File: src/rtl/pc_fetch_if.sv
// Fetch-stage bus: sequencing controls going into the PC unit and the
// fetch address/status coming back out towards instruction memory.
interface pc_fetch_if;
    logic       start;
    logic       stall;
    logic       branch_en;
    logic [2:0] branch_offset;
    logic       jump_en;
    logic [7:0] jump_target;
    logic       halt_req;
    logic [7:0] instruction_input_index;
    logic       fetch_valid;
    logic       halted;
    logic [7:0] fetch_count;

    modport master (
        output start, stall, branch_en, branch_offset, jump_en, jump_target, halt_req,
        input  instruction_input_index, fetch_valid, halted, fetch_count
    );

    modport slave (
        input  start, stall, branch_en, branch_offset, jump_en, jump_target, halt_req,
        output instruction_input_index, fetch_valid, halted, fetch_count
    );
endinterface

File: src/rtl/pc_fetch_unit.sv
// Program counter / fetch sequencer for the 8-bit processor. Produces the
// instruction memory index, handles increment, PC-relative branch and
// absolute jump, and stops permanently on a halt request or an out-of-range
// next address. Exit from HALT is by reset only.
module pc_fetch_unit #(
    parameter logic [7:0] RESET_ADDR = 8'd0,
    parameter logic [7:0] MAX_ADDR   = 8'd9
) (
    input  logic        clk,
    input  logic        rst_n,
    pc_fetch_if.slave   bus
);

    localparam logic [1:0] ST_IDLE = 2'd0;
    localparam logic [1:0] ST_RUN  = 2'd1;
    localparam logic [1:0] ST_HALT = 2'd2;

    logic       rst_meta_r;
    logic       rst_sync_r;
    logic [1:0] state_r,  state_s;
    logic [7:0] index_r,  index_s;
    logic       valid_r,  valid_s;
    logic       halted_r, halted_s;
    logic [7:0] count_r;
    logic [7:0] target_s;

    // Candidate next PC in RUN: jump beats branch, branch beats increment.
    // All arithmetic wraps mod 256 so a backward branch below 0 lands high
    // and is then caught by the range check.
    function automatic logic [7:0] calc_next_pc(
        input logic [7:0] pc,
        input logic       jmp,
        input logic [7:0] jmp_tgt,
        input logic       br,
        input logic [2:0] br_off
    );
        logic [7:0] result;
        if (jmp) begin
            result = jmp_tgt;
        end else if (br) begin
            result = pc + 8'd1 + {{5{br_off[2]}}, br_off};
        end else begin
            result = pc + 8'd1;
        end
        return result;
    endfunction

    // Reset release synchronizer: assertion is immediate, release takes two edges.
    always_ff @(posedge clk or negedge rst_n) begin
        if (!rst_n) begin
            rst_meta_r <= 1'b0;
            rst_sync_r <= 1'b0;
        end else begin
            rst_meta_r <= 1'b1;
            rst_sync_r <= rst_meta_r;
        end
    end

    // Next-state and next-output decode for the IDLE/RUN/HALT sequencer.
    always_comb begin
        state_s  = state_r;
        index_s  = index_r;
        valid_s  = 1'b0;
        halted_s = halted_r;
        target_s = calc_next_pc(index_r, bus.jump_en, bus.jump_target,
                                bus.branch_en, bus.branch_offset);
        case (state_r)
            ST_IDLE: begin
                if (bus.start) begin
                    state_s = ST_RUN;
                    index_s = RESET_ADDR;
                    valid_s = 1'b1;
                end else begin
                    valid_s = 1'b0;
                end
            end
            ST_RUN: begin
                if (bus.halt_req) begin
                    state_s  = ST_HALT;
                    halted_s = 1'b1;
                end else if (bus.stall) begin
                    // Redirects arriving during a stall are dropped on purpose.
                    valid_s = 1'b0;
                end else if (target_s > MAX_ADDR) begin
                    // Index keeps the last legal address for post-mortem.
                    state_s  = ST_HALT;
                    halted_s = 1'b1;
                end else begin
                    index_s = target_s;
                    valid_s = 1'b1;
                end
            end
            ST_HALT: begin
                valid_s  = 1'b0;
                halted_s = 1'b1;
            end
            default: begin
                state_s  = ST_IDLE;
                index_s  = RESET_ADDR;
                valid_s  = 1'b0;
                halted_s = 1'b0;
            end
        endcase
    end

    // Sequencer state and registered fetch outputs.
    always_ff @(posedge clk or negedge rst_sync_r) begin
        if (!rst_sync_r) begin
            state_r  <= ST_IDLE;
            index_r  <= RESET_ADDR;
            valid_r  <= 1'b0;
            halted_r <= 1'b0;
        end else begin
            state_r  <= state_s;
            index_r  <= index_s;
            valid_r  <= valid_s;
            halted_r <= halted_s;
        end
    end

    // Saturating count of cycles that carried a live fetch.
    always_ff @(posedge clk or negedge rst_sync_r) begin
        if (!rst_sync_r) begin
            count_r <= 8'd0;
        end else if (valid_r && (count_r != 8'hFF)) begin
            count_r <= count_r + 8'd1;
        end else begin
            count_r <= count_r;
        end
    end

    assign bus.instruction_input_index = index_r;
    assign bus.fetch_valid             = valid_r;
    assign bus.halted                  = halted_r;
    assign bus.fetch_count             = count_r;

endmodule

File: src/flat_wrapper.sv
// flat-port wrapper written by rule: the top's interface ports become plain ports
module pc_fetch_unit_flat 
#(
    parameter logic [7:0] RESET_ADDR = 8'd0,
    parameter logic [7:0] MAX_ADDR   = 8'd9
)
  (clk, rst_n, bus_start, bus_stall, bus_branch_en, bus_branch_offset, bus_jump_en, bus_jump_target, bus_halt_req, bus_instruction_input_index, bus_fetch_valid, bus_halted, bus_fetch_count);
  pc_fetch_if bus_i ();
  input  logic clk;
  input  logic rst_n;
  input wire logic [$bits(bus_i.start)-1:0] bus_start;
  input wire logic [$bits(bus_i.stall)-1:0] bus_stall;
  input wire logic [$bits(bus_i.branch_en)-1:0] bus_branch_en;
  input wire logic [$bits(bus_i.branch_offset)-1:0] bus_branch_offset;
  input wire logic [$bits(bus_i.jump_en)-1:0] bus_jump_en;
  input wire logic [$bits(bus_i.jump_target)-1:0] bus_jump_target;
  input wire logic [$bits(bus_i.halt_req)-1:0] bus_halt_req;
  output wire logic [$bits(bus_i.instruction_input_index)-1:0] bus_instruction_input_index;
  output wire logic [$bits(bus_i.fetch_valid)-1:0] bus_fetch_valid;
  output wire logic [$bits(bus_i.halted)-1:0] bus_halted;
  output wire logic [$bits(bus_i.fetch_count)-1:0] bus_fetch_count;
  assign bus_i.start = bus_start;
  assign bus_i.stall = bus_stall;
  assign bus_i.branch_en = bus_branch_en;
  assign bus_i.branch_offset = bus_branch_offset;
  assign bus_i.jump_en = bus_jump_en;
  assign bus_i.jump_target = bus_jump_target;
  assign bus_i.halt_req = bus_halt_req;
  assign bus_instruction_input_index = bus_i.instruction_input_index;
  assign bus_fetch_valid = bus_i.fetch_valid;
  assign bus_halted = bus_i.halted;
  assign bus_fetch_count = bus_i.fetch_count;
  pc_fetch_unit #(.RESET_ADDR(RESET_ADDR), .MAX_ADDR(MAX_ADDR)) u_core (.clk(clk), .rst_n(rst_n), .bus(bus_i));
endmodule
File: config.mk
export PLATFORM = sky130hd
export DESIGN_NAME = pc_fetch_unit_flat
export DESIGN_NICKNAME = d
export VERILOG_FILES = /design/src/rtl/pc_fetch_if.sv /design/src/rtl/pc_fetch_unit.sv /design/src/flat_wrapper.sv
export SDC_FILE = /design/constraint.sdc
export NUM_CORES = 1
export LEC_CHECK = 0
export ABC_AREA = 1
export BUFFER_PORTS_ARGS = -buffer_cell sky130_fd_sc_hd__buf_2
export CAP_MARGIN = 15
export CORE_ASPECT_RATIO = 1.1
export CORE_MARGIN = 2
export CORE_UTILIZATION = 50
export CTS_CLUSTER_DIAMETER = 80
export DETAILED_ROUTE_END_ITERATION = 7
export PLACE_DENSITY = 0.72
export RECOVER_POWER = 25
export SYNTH_ARGS = -nofsm -noshare
export SYNTH_HDL_FRONTEND = slang
export SYNTH_SLANG_ARGS = --single-unit
File: constraint.sdc
create_clock -name clk -period 0.84 [get_ports clk]
set_input_delay 0.084 -clock clk [delete_from_list [all_inputs] [get_ports clk]]
set_output_delay 0.084 -clock clk [all_outputs]
set_load 0.05 [all_outputs]
==> flow_metrics.py, run 1 <==
metrics = {
    "status": {
        "firstError": "[ERROR DPL-0033] detailed placement checks failed during check placement.",
        "lastStage": "global routing",
        "status": "stopped before the end",
    },
    "synthesis": {
        "synth-seq-cells": 22,
        "synth_most_common_cell": "nand2_1",
        "synth-adder-area-share_pct": 9.694,
        "ys_seq_area_share_pct": 31.36,
        "synth_common_cells": "71 x nand2_1, 38 x inv_1, 27 x nand3_1",
        "synth-simple-area-share_pct": 38.99,
        "yosys.area.top_type": "dfrtp_1",
        "ys_types": 34,
        "syn_nets": 273,
        "synthCells": 242,
        "synth_flop_cell": "dfrtp_1",
        "synthArstFlopShare_pct": 100.0,
        "synth_top_family_by_area": "simple AND/OR/NAND/NOR gates",
        "synth_edf_count": 0,
        "yosys_warnings": 0,
        "muxShareOfSynthArea_pct": 0.6415,
        "syn_area_sq_um": 1755,
        "synth-compound-area-share_pct": 4.562,
        "synthTopCellsByArea": "dfrtp_1 31%, nand2_1 15%, ha_1 8.6%, inv_1 8.1%, nand3_1 7.7%",
        "avgSynthCellArea_sq_um": 7.254,
        "synth_top_cell_area_share_pct": 31.36,
        "synth_xor_area_share_pct": 4.490,
    },
    "floorplan": {
        "ios": 36,
        "rows": 22,
        "die-height_um": 66.15,
        "start_util_pct": 52.27,
        "dieWidth_um": 60.50,
    },
    "clocking": {
        "clock-sinks": 22,
        "cts_buffers": 3,
        "htree_levels": 1,
        "cts_root_buffer": "clkbuf_4",
        "clk_path_buf_depth": 2,
    },
    "global_routing": {
        "grt_max_degree": 21,
        "antenna_found_initial": 0,
    },
    "placed_design": {
        "place_hpwl_mm": 3.662,
        "gp_routability_congestion": 0.8354,
        "io_buffers": 35,
    },
    "timing": {
        "endpoint_type": "register data pin",
        "grt_worst_setup_endpoint": "u_core.bus.instruction_input_index[1]$_DFFE_PN0P_/D",
    },
}
kinds of logic after synthesis:
kind of cell / after synthesis
AND/OR/NAND/NOR: 138
multiplexers: 1
adder cells (fa/ha/maj): 13
AO/OA/AOI/OAI: 14
other: 1
flip-flops: 22
XOR/XNOR: 9
buffers and inverters: 44
per-stage QoR:
step           instance area (sq um)  setup TNS, ns  worst slack (ns)  utilization, %  std cells
4_1_cts                         2964         -28.68            -1.591           88.26        396
3_5_place_dp                    2507         -24.81            -1.627           74.66        376
3_3_place_gp                    2507         -23.77            -1.597           74.66        376
2_1_floorplan                   1891         -24.54            -1.598               -        242
repair_timing:
item	in CTS
resized for setup	76
cloned	0
pin swaps	11
hold buffers	2
setup endpoints to repair	38
buffers inserted	16
endpoints found under the hold margin	3
==> run 2, diff against run 1 <==
--- a/config.mk
+++ b/config.mk
@@ -8,12 +8,10 @@
 export ABC_AREA = 1
 export BUFFER_PORTS_ARGS = -buffer_cell sky130_fd_sc_hd__buf_2
 export CAP_MARGIN = 15
-export CORE_ASPECT_RATIO = 1.1
 export CORE_MARGIN = 2
-export CORE_UTILIZATION = 50
-export CTS_CLUSTER_DIAMETER = 80
+export CORE_UTILIZATION = 35
 export DETAILED_ROUTE_END_ITERATION = 7
-export PLACE_DENSITY = 0.72
+export PLACE_DENSITY_LB_ADDON = 0.15
 export RECOVER_POWER = 25
 export SYNTH_ARGS = -nofsm -noshare
 export SYNTH_HDL_FRONTEND = slang
==> flow_metrics.py, run 2 <==
metrics = {
    "status": {
        "status": "finished with violations",
        "violations": "negative setup slack",
    },
    "clocking": {
        "clock_latency_ns": 0.26,
        "clk_path_buf_depth": 2,
        "clock-sinks": 22,
        "htree_levels": 1,
        "clk_pin_slew_ns": 0.07,
        "cts_root_buffer": "clkbuf_8",
        "cts_buffers": 3,
        "cts_tree": "yes",
    },
    "power": {
        "p_per_area_nw_per_um2": 2861,
        "ir_drop_mv": 1.892,
        "leakage_nw": 1.640,
    },
    "route": {
        "wl_per_cell_um": 11.70,
        "drt_iter0_drc": 52,
        "antenna_left": 0,
        "vias": 1873,
        "dr.pass1.iters": 4,
        "viasPerCell": 4.449,
        "wirelength_mm": 4.926,
        "drcViolationCount": 0,
    },
    "timing": {
        "rsz0062_at_grt": "true",
        "finalWorstSetupSlack_ns": -1.694,
        "drv_slew": 0,
        "fmax_mhz": 394.7,
        "min_period_ns": 2.534,
        "finalSetupViolations": 38,
        "fin_crit_sh_pct": 301.6,
        "fin_worst_skew_ns": 0.004694,
        "hold_viol": 0,
    },
    "worst_hold_path": {
        "min_path_type": "input pin to flip-flop",
        "hp-start": "bus_stall",
    },
    "floorplan": {
        "start_util_pct": 36.68,
        "ios": 36,
        "rows": 25,
        "dieArea_sq_um": 5598,
        "dieWidth_um": 74.82,
        "core_area_sq_um": 4786,
        "die-height_um": 74.82,
    },
    "synthesis": {
        "yosys_warnings": 0,
        "synthArstFlopShare_pct": 100.0,
        "synth-seq-cells": 22,
        "yosys.area.top_type": "dfrtp_1",
        "synthTopCellsByArea": "dfrtp_1 31%, nand2_1 15%, ha_1 8.6%, inv_1 8.1%, nand3_1 7.7%",
        "synth_common_cells": "71 x nand2_1, 38 x inv_1, 27 x nand3_1",
        "ys_seq_area_share_pct": 31.36,
        "avgSynthCellArea_sq_um": 7.254,
        "synth_edf_count": 0,
        "syn_area_sq_um": 1755,
        "synth_flop_cell": "dfrtp_1",
        "synth_top_cell_area_share_pct": 31.36,
        "ys_types": 34,
        "synthCells": 242,
        "synth_most_common_cell": "nand2_1",
        "syn_nets": 273,
    },
    "critical_path": {
        "worstSetupStartpointType": "flip-flop",
        "crit_fanout": 5,
        "crit_arrival_ns": 2.69,
        "crit_required_ns": 1.00,
        "regToRegSetupSlack_ns": -1.69,
        "criticalPathCategory": "flip-flop to flip-flop",
        "rr_startpoint": "u_core.bus.instruction_input_index[3]",
        "cp-startpoint": "u_core.bus.instruction_input_index[3]",
        "worstSetupEndpointType": "flip-flop",
    },
    "placed_design": {
        "place_area_sq_um": 2551,
        "placedCellCount": 396,
        "post-place-ws_ns": -1.682,
        "io_buffers": 35,
        "gp_routability_congestion": 0.8103,
        "place_hpwl_mm": 3.451,
    },
    "layout": {
        "nets": 387,
        "fin_cells": 421,
        "final_cell_mix": "56 x buf_4, 52 x nand2_1, 35 x inv_1",
        "drive_above_1_share_pct": 56.50,
        "syn_to_final_growth_pct": 80.97,
        "fillers": 391,
        "mostFrequentLayoutCell": "buf_4",
        "final_cell_area_sq_um": 3177,
        "antenna_cells": 0,
    },
    "global_routing": {
        "antenna_found_initial": 0,
        "grt_max_degree": 21,
        "grt_overflow": 0,
        "grt_pass1_wl_mm": 7.783,
        "track_usage_pct": 17.64,
        "grt_pass1_vias": 1767,
    },
    "run": {
        "cap_violations": 0,
    },
}
==> run 2: timing repair <==
| item | CTS | global route |
|---|---|---|
| cloned | 0 | 0 |
| endpoints found under the hold margin | 2 | 0 |
| gates resized for setup | 82 | 33 |
| pin swaps | 24 | 31 |
| setup buffers | 10 | 15 |
| hold buffers | 1 | 0 |
| setup endpoints to repair | 38 | 38 |
==> run 2: final timing paths <==
kind                                                          to  depth (start not counted)
setup / recovery           u_core.bus.instruction_input_index[4]                         21
hold / removal                            u_core.bus.fetch_valid                          2
setup reg to reg           u_core.bus.instruction_input_index[4]                         21
hold reg to reg                                u_core.bus.halted                          1
max in group asynchronous  u_core.bus.instruction_input_index[2]                          1
min in group asynchronous                      u_core.rst_meta_r                          2
==> run 2: layout make-up <==
class                           count  area [sq um]  share of cell area, %
Clock buffer                        3         41.29                  1.300
Inverter                           42         167.7                  5.278
Sequential cell                    22         564.3                  17.76
Tap cell                           67         83.83                  2.639
Timing Repair Buffer              111         982.2                  30.92
Multi-Input combinational cell    176          1338                  42.10
==> run 2: logic make-up (layout without fill, tap and decap cells) <==
logic type               count (synthesis)  count (layout)  share of synthesized area (%)
other                                    1               1                         0.2136
buffers and inverters                   44             156                          10.05
AND/OR/NAND/NOR                        138             138                          38.99
XOR/XNOR                                 9               9                          4.491
AO/OA/AOI/OAI                           14              14                          4.562
flip-flops                              22              22                          31.36
adder cells (fa/ha/maj)                 13              13                          9.693
multiplexers                             1               1                         0.6414
==> run 2: critical path, stage by stage, from the launching register on <==
cell      delay, ns
dfrtp_2        0.46
nand2_2        0.13
clkinv_1       0.16
nand3_2        0.11
nand2_1        0.04
o21ai_1        0.08
inv_1          0.11
ha_4           0.27
nand2_4        0.07
inv_2          0.03
a21oi_2        0.15
nand2_1        0.07
nand2_1        0.07
nand3_1        0.07
nand2_1        0.08
nand3_2        0.07
nand2_2        0.10
nand2_4        0.06
nand2_4        0.10
nand2_8        0.08
inv_6          0.08
nor2_2         0.03
==> run 2: stage by stage <==
step | hold WS, ns | power, mW | utilization [%] | setup TNS (ns)
2_1_floorplan | -0.2116 | 5.021 | - | -24.54
3_5_place_dp | -0.1298 | 6.741 | 53.31 | -24.99
6_report | 0.04201 | 9.087 | 66.38 | -29.46
4_1_cts | 0.03509 | 8.493 | 61.83 | -26.92
5_1_grt | 0.05919 | 9.733 | 66.38 | -32.92
3_3_place_gp | -0.1305 | 6.716 | 53.31 | -24.66
==> run 2: report_power, final <==
part	internal [mW]	total (mW)	switching (mW)
Clock	0.319	0.619	0.299
Sequential	1.44	1.88	0.432
Combinational	3.14	6.59	3.46
Total	4.90	9.09	4.19
==> run 2: layer usage <==
layer  track usage, %  routed length [um]
met5                0                   0
met4           0.5952                   0
met3            2.410                 131
met2            30.02                2469
met1            25.25                2325
(Power assumes the default switching activity.)
